### src/rtl/dircc_link_pkg.sv
// Shared types for the DiRCC inter-node link buffer: beat layout, framing states, default widths.
package dircc_link_pkg;

   localparam int DEF_DATA_W  = 32;
   localparam int DEF_EMPTY_W = 2;

   typedef enum logic {
      IDLE   = 1'b0,
      IN_PKT = 1'b1
   } frame_state_e;

   typedef struct packed {
      logic [DEF_DATA_W-1:0]  data;
      logic                   sop;
      logic                   eop;
      logic [DEF_EMPTY_W-1:0] empty;
   } beat_t;

endpackage

### src/rtl/dircc_link_fifo_mem.sv
// Link buffer storage: DEPTH x WIDTH register array, synchronous write, asynchronous head read.
module dircc_link_fifo_mem #(
   parameter int WIDTH = 36,
   parameter int DEPTH = 16,
   parameter int AW    = 4
) (
   input  logic             clk,
   input  logic             wr_en,
   input  logic [AW-1:0]    wr_addr,
   input  logic [WIDTH-1:0] wr_data,
   input  logic [AW-1:0]    rd_addr,
   output logic [WIDTH-1:0] rd_data
);

   logic [WIDTH-1:0] mem_q [DEPTH];

   always_ff @(posedge clk) begin
      if (wr_en) mem_q[wr_addr] <= wr_data;
   end

   assign rd_data = mem_q[rd_addr];

endmodule

### src/rtl/dircc_link_buffer.sv
// DiRCC inter-node link buffer: show-ahead FIFO that enforces SOP/EOP framing on stored beats.
// Optional macro DIRCC_LINK_STORE_FORWARD_EN holds packets until their EOP is stored.
module dircc_link_buffer
   import dircc_link_pkg::*;
#(
   parameter int DATA_W  = DEF_DATA_W,
   parameter int EMPTY_W = DEF_EMPTY_W,
   parameter int DEPTH   = 16,
   parameter int CNT_W   = 16
) (
   input  logic                    clk_clk,
   input  logic                    reset_reset,
   input  logic [DATA_W-1:0]       in_data,
   input  logic                    in_valid,
   output logic                    in_ready,
   input  logic                    in_startofpacket,
   input  logic                    in_endofpacket,
   input  logic [EMPTY_W-1:0]      in_empty,
   output logic [DATA_W-1:0]       out_data,
   output logic                    out_valid,
   input  logic                    out_ready,
   output logic                    out_startofpacket,
   output logic                    out_endofpacket,
   output logic [EMPTY_W-1:0]      out_empty,
   output logic [$clog2(DEPTH):0]  fill_level,
   output logic [CNT_W-1:0]        drop_count,
   output logic [CNT_W-1:0]        frame_err_count
);

   localparam int AW = $clog2(DEPTH);
   localparam int EW = DATA_W + EMPTY_W + 2;

   function automatic logic [CNT_W-1:0] sat_inc(input logic [CNT_W-1:0] v);
      return (&v) ? v : v + 1'b1;
   endfunction

   logic [AW-1:0]    wr_ptr_q, wr_ptr_d, rd_ptr_q, rd_ptr_d;
   logic [AW:0]      fill_q, fill_d;
   logic [CNT_W-1:0] drop_q, drop_d, ferr_q, ferr_d;
   frame_state_e     state_q, state_d;
   logic [EW-1:0]    wr_entry, head_entry;
   logic             full, empty, accept, store, head_valid, pop;

   assign full     = fill_q[AW];
   assign empty    = (fill_q == '0);
   assign in_ready = ~full & ~reset_reset;
   assign accept   = in_valid & in_ready;
   assign store    = accept & (in_startofpacket | (state_q == IN_PKT));
   assign wr_entry = {in_data, in_startofpacket, in_endofpacket, in_empty};
   assign pop      = head_valid & out_ready;

`ifdef DIRCC_LINK_STORE_FORWARD_EN
   logic [AW:0] pkt_cnt_q, pkt_cnt_d;
   logic        pkt_inc, pkt_dec;

   // full overrides the gate so a packet longer than DEPTH streams instead of wedging the link
   assign head_valid = ~empty & ((pkt_cnt_q != '0) | full);
   assign pkt_inc    = store & in_endofpacket;
   assign pkt_dec    = pop & head_entry[EMPTY_W];

   always_comb begin
      pkt_cnt_d = pkt_cnt_q;
      if (pkt_inc & ~pkt_dec)      pkt_cnt_d = pkt_cnt_q + 1'b1;
      else if (pkt_dec & ~pkt_inc) pkt_cnt_d = pkt_cnt_q - 1'b1;
   end

   always_ff @(posedge clk_clk) begin
      if (reset_reset) pkt_cnt_q <= '0;
      else             pkt_cnt_q <= pkt_cnt_d;
   end
`else
   assign head_valid = ~empty;
`endif

   always_comb begin
      wr_ptr_d = wr_ptr_q;
      rd_ptr_d = rd_ptr_q;
      fill_d   = fill_q;
      drop_d   = drop_q;
      ferr_d   = ferr_q;
      state_d  = state_q;
      if (store) begin
         wr_ptr_d = wr_ptr_q + 1'b1;
         state_d  = in_endofpacket ? IDLE : IN_PKT;
      end
      if (pop) rd_ptr_d = rd_ptr_q + 1'b1;
      if (store & ~pop)      fill_d = fill_q + 1'b1;
      else if (pop & ~store) fill_d = fill_q - 1'b1;
      if (accept & ~in_startofpacket & (state_q == IDLE))  drop_d = sat_inc(drop_q);
      if (accept & in_startofpacket & (state_q == IN_PKT)) ferr_d = sat_inc(ferr_q);
   end

   always_ff @(posedge clk_clk) begin
      if (reset_reset) begin
         wr_ptr_q <= '0;
         rd_ptr_q <= '0;
         fill_q   <= '0;
         drop_q   <= '0;
         ferr_q   <= '0;
         state_q  <= IDLE;
      end else begin
         wr_ptr_q <= wr_ptr_d;
         rd_ptr_q <= rd_ptr_d;
         fill_q   <= fill_d;
         drop_q   <= drop_d;
         ferr_q   <= ferr_d;
         state_q  <= state_d;
      end
   end

   dircc_link_fifo_mem #(
      .WIDTH (EW),
      .DEPTH (DEPTH),
      .AW    (AW)
   ) u_mem (
      .clk     (clk_clk),
      .wr_en   (store),
      .wr_addr (wr_ptr_q),
      .wr_data (wr_entry),
      .rd_addr (rd_ptr_q),
      .rd_data (head_entry)
   );

   // Storage is never reset, so the head fields are masked to zero whenever nothing is presented.
   assign out_valid         = head_valid;
   assign out_data          = head_valid ? head_entry[EW-1 -: DATA_W] : '0;
   assign out_startofpacket = head_valid & head_entry[EMPTY_W+1];
   assign out_endofpacket   = head_valid & head_entry[EMPTY_W];
   assign out_empty         = head_valid ? head_entry[EMPTY_W-1:0] : '0;
   assign fill_level        = fill_q;
   assign drop_count        = drop_q;
   assign frame_err_count   = ferr_q;

endmodule

### config.mk
export PLATFORM = sky130hd
export DESIGN_NAME = dircc_link_buffer
export DESIGN_NICKNAME = d
export VERILOG_FILES = /design/src/rtl/dircc_link_pkg.sv /design/src/rtl/dircc_link_fifo_mem.sv /design/src/rtl/dircc_link_buffer.sv
export SDC_FILE = /design/constraint.sdc
export NUM_CORES = 1
export LEC_CHECK = 0
export CAP_MARGIN = 25
export CORE_AREA = 2 2 214 216
export CTS_BUF_LIST = sky130_fd_sc_hd__clkbuf_16
export CTS_CLUSTER_SIZE = 30
export DETAILED_ROUTE_END_ITERATION = 10
export DIE_AREA = 0 0 216 218
export PLACE_DENSITY = 0.81
export SLEW_MARGIN = 10
export SYNTH_ARGS = -nofsm -noshare
export SYNTH_HDL_FRONTEND = slang
export SYNTH_SLANG_ARGS = --single-unit
export TNS_END_PERCENT = 100
### constraint.sdc
create_clock -name clk_clk -period 5.15 [get_ports clk_clk]
set_input_delay 1.03 -clock clk_clk [delete_from_list [all_inputs] [get_ports clk_clk]]
set_output_delay 1.03 -clock clk_clk [all_outputs]
set_load 0.02 [all_outputs]
; ---- Word level (Yosys, flattened, before mapping)
; Memory sizes are Yosys's and may differ from the RTL's. A register that Yosys moved wholly into a read port is not among the register bits.
; Cells that the tools add are included.
[word_totals]
input_bits = 40
regBits = 46
out_inout_bits = 75
elab_cells = 50
n_memories = 1
mem_bits_rw = 576
[memory_table]
columns = memory, depth, word_bits, read_ports, rd_clocked_by_memory_dff, wr, line_no
row1 = u_mem.mem_q, 16, 36, 1, 1, 1, dircc_link_fifo_mem.sv:15  ; logic [WIDTH-1:0] mem_q [DEPTH];
[classes]
bitwise = 22
reduce_logical = 6
muxes = 9
add_sub_neg = 6
[op_table]
columns = op, n
row1 = "adder 16 x 1 -> 16 bit, second input constant", 2
row2 = two-way mux 32 bit, 1
row3 = AND reduction 16 bit, 2
row4 = AND 1 bit, 12
row5 = two-way mux 5 bit, 2
row6 = NOT 1 bit, 9
row7 = "adder 4 x 1 -> 4 bit, second input constant", 2
row8 = two-way mux 4 bit, 2
row9 = "adder 5 x 1 -> 5 bit, second input constant", 1
row10 = zero test 5 bit, 1
row11 = "subtractor 5 x 1 -> 5 bit, second input constant", 1
row12 = AND reduction 2 bit, 2
row13 = two-way mux 1 bit, 3
row14 = two-way mux 2 bit, 1
row15 = nonzero test 2 bit, 1
row16 = OR 1 bit, 1

; ---- Depth between registers and ports, before layout
; Gate-level depths: netlist of run 1.
[depth]
word_depth = 8
mapped_depth = 10
mapped_depth_nobuf = 9

; ---- By module
; A second synthesis of run 1 with hierarchy kept.
[hier_totals]
hier_cells = 1220
area_unflattened_um2 = 24284.5
[modules_own_cells]
columns = mod, instances, cells_per_inst, area_each_um2, seq_area_each_um2
row1 = dircc_link_fifo_mem, 1, 902, 21599.5, 17296.6
row2 = dircc_link_buffer, 1, 318, 2685.1, 920.9

; ---- Worst setup path after synthesis of run 1
; OpenSTA, ideal clock, no wires.
[synth_path]
path_type = input-to-reg
from = input port reset_reset
to = memory u_mem.mem_q[0][0], enable pin
required_time_ns = 4.676
path_stages = 4
slack_ns = 0.341
path_buffers = 0
setup_time_ns = 0.474
t_arrival_ns = 4.335
path_cell_list = or3b_4 -> nor2_1 -> nand2_1 -> nor3_1
[synth_via]
elab_chain_cells = 6
[synth_rtl]
columns = item, line_no
row1 = start: declaration, dircc_link_buffer.sv:12  ; input logic reset_reset,
row2 = NOT 1 bit, dircc_link_buffer.sv:46  ; assign in_ready = ~full & ~reset_reset;
row3 = AND 1 bit, dircc_link_buffer.sv:46
row4 = AND 1 bit, dircc_link_buffer.sv:47  ; assign accept = in_valid & in_ready;
row5 = AND 1 bit, dircc_link_buffer.sv:48  ; assign store = accept & (in_startofpacket | (state_q == IN_PKT));
row6 = via store, dircc_link_buffer.sv:42  ; logic full, empty, accept, store, head_valid, pop;
row7 = two-way mux 1 bit, dircc_link_fifo_mem.sv:18  ; if (wr_en) mem_q[wr_addr] <= wr_data;
row8 = two-way mux 1 bit (not written as such), dircc_link_fifo_mem.sv:18
row9 = end: declaration, dircc_link_fifo_mem.sv:15
; The timed path passes the listed nets, and every way through them passes these cells.

==> results.cfg, run 1 <==
[timing]
worst_pin_slew_ps = 816.6
maxSlewHeadroom_pct = 45.43
hold_violations = 0
min_period_ps = 4428
max_freq_mhz = 225.8
timing.final.crit_share_pct = 85.99
fin_worst_skew_ps = 10.38
slew_violations = 0
rsz0062_at_grt = false
setup_viol = 0
fin_setup_tns_ps = 0

[logic_synthesis]
synth.area.top_cells = edfxtp_1 (71%), mux4_2 (13%), dfxtp_1 (4.1%)
ys_dominant_reg_cell = edfxtp_1
syn-mean-instance-area_sq_um = 20.40
synth_top_area_share_pct = 71.14
syn_area_sq_mm = 0.02431
synth-async-reset-ratio_pct = 0
synth_cells = 1192
synthDistinctLibCells = 48
synth_seq_area_share_pct = 75.26
syn_nets = 1244
synth_edf_count = 576
netlist.top_cell.by_area = edfxtp_1
synth_most_common_cell = edfxtp_1
synth_top_cells_by_count = edfxtp_1 (576), mux4_2 (144), mux2i_1 (77), dfxtp_1 (50), nor2_1 (38)
ys_ff_latch = 626
yosysWarnings = 0

[drt]
drc = 0
num_vias = 12460
drtIter0Drc = 1271
first_pass_iters = 5
wl_mm = 53.71
ant_nets = 0
via_per_inst = 6.251
avgRoutedWirePerCell_microns = 26.95

[critical_path]
max_stage_delay_ps = 700
worstPathRequired_ps = 4120
crit_fanout = 51
cp.depth = 5
rr_endpoint = fill_level[4]
rr_startpoint = fill_level[0]
critPathBufInv = 2
rr_worst_depth = 9
crit_family = buffers and inverters
endpoint_kind = output port
crit_chain = buf_12, mux4_2, mux2i_1, o22ai_1, clkdlybuf4s50_1
crit_arrival_ps = 3400
worst-setup-path-type = reg -> out
cp-endpoint = out_data[17]
startpoint_type = register
cpMaxStageDelayCell = dfxtp_4
r2r_slack_ps = 1940

[final_layout]
fin_nets = 1395
antenna_cells = 0
fillers = 2952
drive_gt1_share_pct = 21.75
area.growth.synth_to_final_pct = 16.96
fin_cells = 1993

[cts]
cts-hold-fix-buffers = 0
clock_latency_ps = 610
htreeDepth = 2
cts_made_buffers = 58
clockBufferDepth = 3
clkSlewWorstSetupHoldPaths_ps = 60
clockRootBuffer = clkbuf_16
cts_resized = 0
cts_setup_buffers = 0
cts_tree = done
cts.sinks = 626

[global_routing]
grt_pass1_wl_mm = 80.49
grt_pass1_vias = 12830
grt_use_total_pct = 23.26
overflow = 0
antenna_found_initial = 2
grt_start_max_net_pins = 52

[placed_design]
gp_congestion = 0.8119
dp.cells = 1880
portBuffers = 114
place_hpwl_mm = 28.53

[power]
p_switching_w = 0.003395
power_frac_comb_pct = 22.8
clkPwrFrac_pct = 32.2
cellInternalPower_w = 0.009378
irDropWorstVdd_uv = 332.6
switching_share_pct = 26.58
seq_power_share_pct = 45.0
leakage_nw = 8.579
p_per_area_mw_per_mm2 = 449.2

[flow_run]
cap_viol_max_count = 0

[die]
row_count = 78
core_area_sq_mm = 0.04489
fp.dieH_microns = 218
start_util_pct = 54.16
ioPinCount = 115
dieArea_sq_mm = 0.04709
die-width_microns = 216

[status]
status = complete, no violations

[min_path]
hp-class = reg -> reg
registers in the layout, indices dropped and copies added, names as in the netlist, named ones only:
signal and cells:
fill_level 5, rd_ptr_q 4, drop_count 16, state_q 1
u_mem.mem_q 576, wr_ptr_q 4, frame_err_count 16
layout make-up:
cell class / count / area, sq um / area share, %
Timing Repair Buffer: 151 / 1644 / 5.782
Clock buffer: 61 / 1526 / 5.368
Inverter: 9 / 33.78 / 0.1188
Multi-Input combinational cell: 497 / 5854 / 20.59
Sequential cell: 626 / 18310 / 64.39
Tap cell: 600 / 750.7 / 2.640
Clock inverter: 49 / 317.8 / 1.118
routing by layer:
metal / vias to the layer above / routed length, microns / GRT usage, %
li1: 5301 / - / -
met1: 6495 / 20870 / 31.23
met2: 584 / 27420 / 39.23
met3: 75 / 4312 / 5.077
met4: 4 / 1071 / 5.822
met5: - / 26 / 0
cells by family (layout without fill, tap and decap cells):
kind of cell,after synthesis,in the layout,synth area share [%]
xor gates and xnor gates,8,8,0.2882
buffers and inverters,69,270,1.132
DFF,626,626,75.26
muxes,227,227,16.79
AOI/OAI and AO/OA,99,99,2.542
adders and majority gates,12,12,0.6484
and+or+nand+nor,151,151,3.340
power groups by stage:
stage	combinational [W]	sequential (W)	clock, W
2_1_floorplan	0.00196	0.00576	0
3_3_place_gp	0.00283	0.00585	0
3_5_place_dp	0.00290	0.00585	0
4_1_cts	0.00291	0.00575	0.00418
5_1_grt	0.00310	0.00576	0.00435
6_report	0.00291	0.00574	0.00412
stage by stage:
| step | hold slack [ps] | cell area, sq um | setup WS [ps] | total power, W | util (%) |
|---|---|---|---|---|---|
| floorplan | 506.8 | 24310 | 340.6 | 0.007720 | - |
| global placement | 481.6 | 26540 | 1042 | 0.008682 | 59.11 |
| detailed placement | 488.1 | 26550 | 975.7 | 0.008752 | 59.13 |
| CTS | 503.6 | 28390 | 358.0 | 0.01283 | 63.24 |
| global route | 540.2 | 28440 | 444.7 | 0.01321 | 63.34 |
| finish | 504.9 | 28440 | 721.8 | 0.01277 | 63.34 |
worst min path at each step:
| stage | from | endpoint | slack (ps) | cells after the start |
|---|---|---|---|---|
| final | frame_err_count[7] | frame_err_count[7] | 500 | 2 |
| after detailed placement | frame_err_count[7] | frame_err_count[7] | 490 | 2 |
| after CTS | frame_err_count[7] | frame_err_count[7] | 500 | 2 |
| after global placement | frame_err_count[7] | frame_err_count[7] | 480 | 2 |
| after global routing | frame_err_count[3] | frame_err_count[3] | 540 | 2 |
| after floorplan | rd_ptr_q[2] | register | 510 | 2 |
worst min-delay path: cells and delay by family, from the launching register on:
kind / cells / cell delay, ps
compound gates: 2 / 120
flops: 1 / 330
cell usage in the layout (no fill, tap or decap), types with 17 or more instances in the layout:
master / count
a21oi_1: 25
buf_12: 18
buf_4: 17
clkbuf_16: 61
clkdlybuf4s50_1: 114
dfxtp_1: 47
edfxtp_1: 576
inv_1: 18
mux2i_1: 77
mux4_2: 144
nand2_1: 18
nand3_1: 20
nor2_1: 26
o22ai_1: 36
No activity file was read; power rests on OpenSTA's default activity.
==> run 2: changes to the inputs <==
- SLEW_MARGIN: 10 -> 40
==> results.cfg, run 2 (same netlist as run 1, synthesis figures left out) <==
[timing]
worst_pin_slew_ps = 755.0
hold_violations = 0
rsz0062_at_grt = false
min_period_ps = 4475
fin_setup_tns_ps = 0
maxSlewHeadroom_pct = 49.20
timing.final.crit_share_pct = 86.90
slew_violations = 0
max_freq_mhz = 223.5
setup_viol = 0
fin_worst_skew_ps = 13.79

[final_layout]
regMostFlops = u_mem.mem_q
layout_commonest_cell = edfxtp_1
largest_reg_flops = 576
antenna_cells = 0
fillers = 2964
drive_gt1_share_pct = 21.01
mostFrequentLayoutCells = edfxtp_1 (576), mux4_2 (144), clkdlybuf4s50_1 (114)
fin_area_sq_mm = 0.02843
area.growth.synth_to_final_pct = 16.92
final_util_pct = 63.32
fin_nets = 1392

[drt]
num_vias = 12520
drc = 0
via_per_inst = 6.309
drtIter0Drc = 1289
avgRoutedWirePerCell_microns = 26.76
first_pass_iters = 5
wl_mm = 53.11
ant_nets = 0

[global_routing]
grt_start_max_net_pins = 52
overflow = 0
grt_pass1_vias = 12830
grt_pass1_wl_mm = 80.38
antenna_found_initial = 2
grt_use_total_pct = 23.02

[status]
status = complete, no violations

[cts]
clockRootBuffer = clkbuf_16
cts.sinks = 626
htreeDepth = 2
clkSlewWorstSetupHoldPaths_ps = 60
cts_resized = 0
clockBufferDepth = 3
cts_setup_buffers = 0
cts-hold-fix-buffers = 0
cts_made_buffers = 59
clock_latency_ps = 610
cts_tree = done

[placed_design]
gp_congestion = 0.8119
place_hpwl_mm = 28.44
postPlaceCellArea_sq_mm = 0.02656
portBuffers = 114

[power]
p_per_area_mw_per_mm2 = 450.8
irDropWorstVdd_uv = 330.9
leakage_nw = 8.582

[min_path]
hp-class = reg -> reg
hold_depth = 2

[flow_run]
cap_viol_max_count = 0

[critical_path]
worst-setup-path-type = reg -> out
worstPathRequired_ps = 4120
rr_worst_depth = 9
crit_arrival_ps = 3450
crit_fanout = 51
startpoint_type = register
endpoint_kind = output port

[die]
die-width_microns = 216
fp.dieH_microns = 218
ioPinCount = 115
start_util_pct = 54.16
row_count = 78
dieArea_sq_mm = 0.04709
core_area_sq_mm = 0.04489
==> run 2: cell count changes in the layout (fill, tap and decap cells not counted), sizes merged <==
cell / change
clkinv: -6
buf: -2
bufinv: +2
clkinvlp: -2
inv: +2
clkbuf: -1
clkdlybuf4s18: -1
==> run 2: layer usage <==
metal | share of wire [%] | global-route usage [%] | vias up
li1 | - | - | 5300
met1 | 39 | 30.93 | 6513
met2 | 51 | 39.10 | 624
met3 | 7.8 | 4.198 | 82
met4 | 2.2 | 6.484 | 4
met5 | 0.032 | 0 | -
==> run 2: critical path, cell delays in order, from the launching register on <==
cell	delay (ps)
dfxtp_4	690
buf_12	420
mux4_2	580
mux2i_1	330
o22ai_1	180
clkdlybuf4s50_1	580
==> run 2: report_power, final <==
| group | switching, W | internal, W | leakage [nW] |
|---|---|---|---|
| Clock | 0.00181 | 0.00238 | 0.944 |
| Combinational | 0.00143 | 0.00145 | 2.05 |
| Sequential | 0.000138 | 0.00561 | 5.59 |
==> run 2: cell type report <==
class | instances | area (sq um) | share of cell area (%)
sequential | 626 | 18310 | 64.41
multi-input combinational | 497 | 5886 | 20.71
timing repair buffer | 147 | 1589 | 5.590
clock buffer | 61 | 1526 | 5.370
tap | 600 | 750.7 | 2.641
clock inverter | 45 | 331.6 | 1.166
inverter | 9 | 33.78 | 0.1188
==> run 2: path summary, 6_finish.rpt <==
path                                          from            endpoint  slack [ps]
worst max-delay path                      register        out_data[17]         670
worst min-delay path            frame_err_count[7]  frame_err_count[7]         500
worst max register to register       fill_level[0]       fill_level[4]        1950
worst min register to register  frame_err_count[7]  frame_err_count[7]         500
==> run 2: metrics by stage <==
step                setup WS (ps)  cells  power, W  hold WS, ps
detailed placement          952.9   1879  0.008747        486.0
floorplan                   340.6   1192  0.007720        506.8
CTS                         621.6   1985   0.01292        501.3
global placement             1042   1879  0.008682        481.6
finish                      674.8   1985   0.01281        503.7
global route                520.2   1985   0.01324        536.8
==> run 3: changes to the inputs <==
- CORE_AREA: 2 2 214 216 -> 2 2 239 194
- DIE_AREA: 0 0 216 218 -> 0 0 241 196
==> results.cfg, run 3 (same netlist as run 1, synthesis figures left out) <==
[status]
status = complete, no violations

[final_layout]
regMostFlops = u_mem.mem_q
fin_area_sq_mm = 0.02835
area.growth.synth_to_final_pct = 16.61
fillers = 3071
antenna_cells = 0
drive_gt1_share_pct = 21.57
fin_nets = 1397
mostFrequentLayoutCells = edfxtp_1 (576), mux4_2 (144), clkdlybuf4s50_1 (113)
largest_reg_flops = 576
layout_commonest_cell = edfxtp_1

[timing]
slew_violations = 0
timing.final.crit_share_pct = 88.42
hold_violations = 0
maxSlewHeadroom_pct = 46.98
fin_worst_skew_ps = 17.27
min_period_ps = 4554
rsz0062_at_grt = false
max_freq_mhz = 219.6
worst_pin_slew_ps = 789.2
setup_viol = 0
fin_setup_tns_ps = 0

[die]
ioPinCount = 115
fp.dieH_microns = 196
dieArea_sq_mm = 0.04724
row_count = 70
die-width_microns = 241
core_area_sq_mm = 0.04502
start_util_pct = 54.01

[cts]
clockRootBuffer = clkbuf_16
clock_latency_ps = 630
clkSlewWorstSetupHoldPaths_ps = 60
cts-hold-fix-buffers = 0
cts_resized = 0
cts_tree = done
htreeDepth = 2
cts.sinks = 626
cts_setup_buffers = 0
cts_made_buffers = 57
clockBufferDepth = 3

[drt]
drc = 0
wl_mm = 50.94
ant_nets = 0
num_vias = 12260
drtIter0Drc = 1040
avgRoutedWirePerCell_microns = 25.43
first_pass_iters = 5
via_per_inst = 6.121

[min_path]
hp-class = reg -> reg
worstHoldStart = drop_count[11]

[power]
p_total_w = 0.01262
irDropWorstVdd_uv = 321.7
leakage_nw = 8.562
p_per_area_mw_per_mm2 = 445.0

[critical_path]
startpoint = fill_level[0]
crit_arrival_ps = 3520
worstPathRequired_ps = 4120
endpoint_kind = output port
rr_worst_depth = 9
rr_startpoint = fill_level[0]
startpoint_type = register
r2r_slack_ps = 2060
crit_fanout = 23
cp-endpoint = out_data[24]
worst-setup-path-type = reg -> out
rr_endpoint = fill_level[4]

[global_routing]
grt_start_max_net_pins = 56
antenna_found_initial = 0
grt_pass1_wl_mm = 76.56
grt_use_total_pct = 21.88
overflow = 0
grt_pass1_vias = 12500

[placed_design]
gp_congestion = 0.7789
postPlaceCellArea_sq_mm = 0.02656
portBuffers = 114
place_hpwl_mm = 28.46

[flow_run]
cap_viol_max_count = 0
==> run 3: per-stage QoR <==
stage	util (%)	hold WS [ps]	instances	setup WS [ps]
floorplan	-	506.8	1192	340.6
global placement	58.99	479.5	1897	1016
detailed placement	59.00	496.7	1897	984.2
CTS	62.90	510.9	2002	535.9
global route	62.97	538.4	2003	443.6
finish	62.97	516.7	2003	596.2
==> run 3: worst max-delay path, cell delays in order, from the launching register on <==
cell	delay, ps
dfxtp_1	370
or4_1	570
or2_2	340
nand2_2	550
buf_4	360
o22ai_1	130
clkdlybuf4s50_1	570
==> run 3: layout make-up <==
type                            instances  area, sq um  share of cell area (%)
Clock buffer                           57         1426                   5.031
Inverter                                9        33.78                  0.1192
Timing Repair Buffer                  154         1617                   5.702
Sequential cell                       626        18310                   64.58
Multi-Input combinational cell        497         5867                   20.69
Clock inverter                         48        331.6                   1.170
Tap cell                              612        765.7                   2.701
==> run 3: how the worst min path moves through the flow <==
stage,end,cells past startpoint
floorplan,register,2
global placement,frame_err_count[7],2
detailed placement,drop_count[11],1
CTS,drop_count[11],1
global route,frame_err_count[7],2
finish,drop_count[11],1
==> run 3: metal layers <==
layer  part of all wire, %  global-route usage [%]  vias up  wire length [microns]
li1                      -                       -     5296                      -
met1                    41                   31.48     6386                  21080
met2                    50                   35.59      512                  25420
met3                   7.1                   3.644       67                   3611
met4                   1.6                   5.190        0                    826
met5                     0                       0        -                      0
==> run 3: report_power, final <==
group	leakage (nW)	switching, W	internal (W)	total [W]
Clock	0.917	0.00184	0.00217	0.00401
Sequential	5.59	0.000117	0.00561	0.00572
Combinational	2.06	0.00143	0.00146	0.00288
Total	8.56	0.00338	0.00924	0.0126
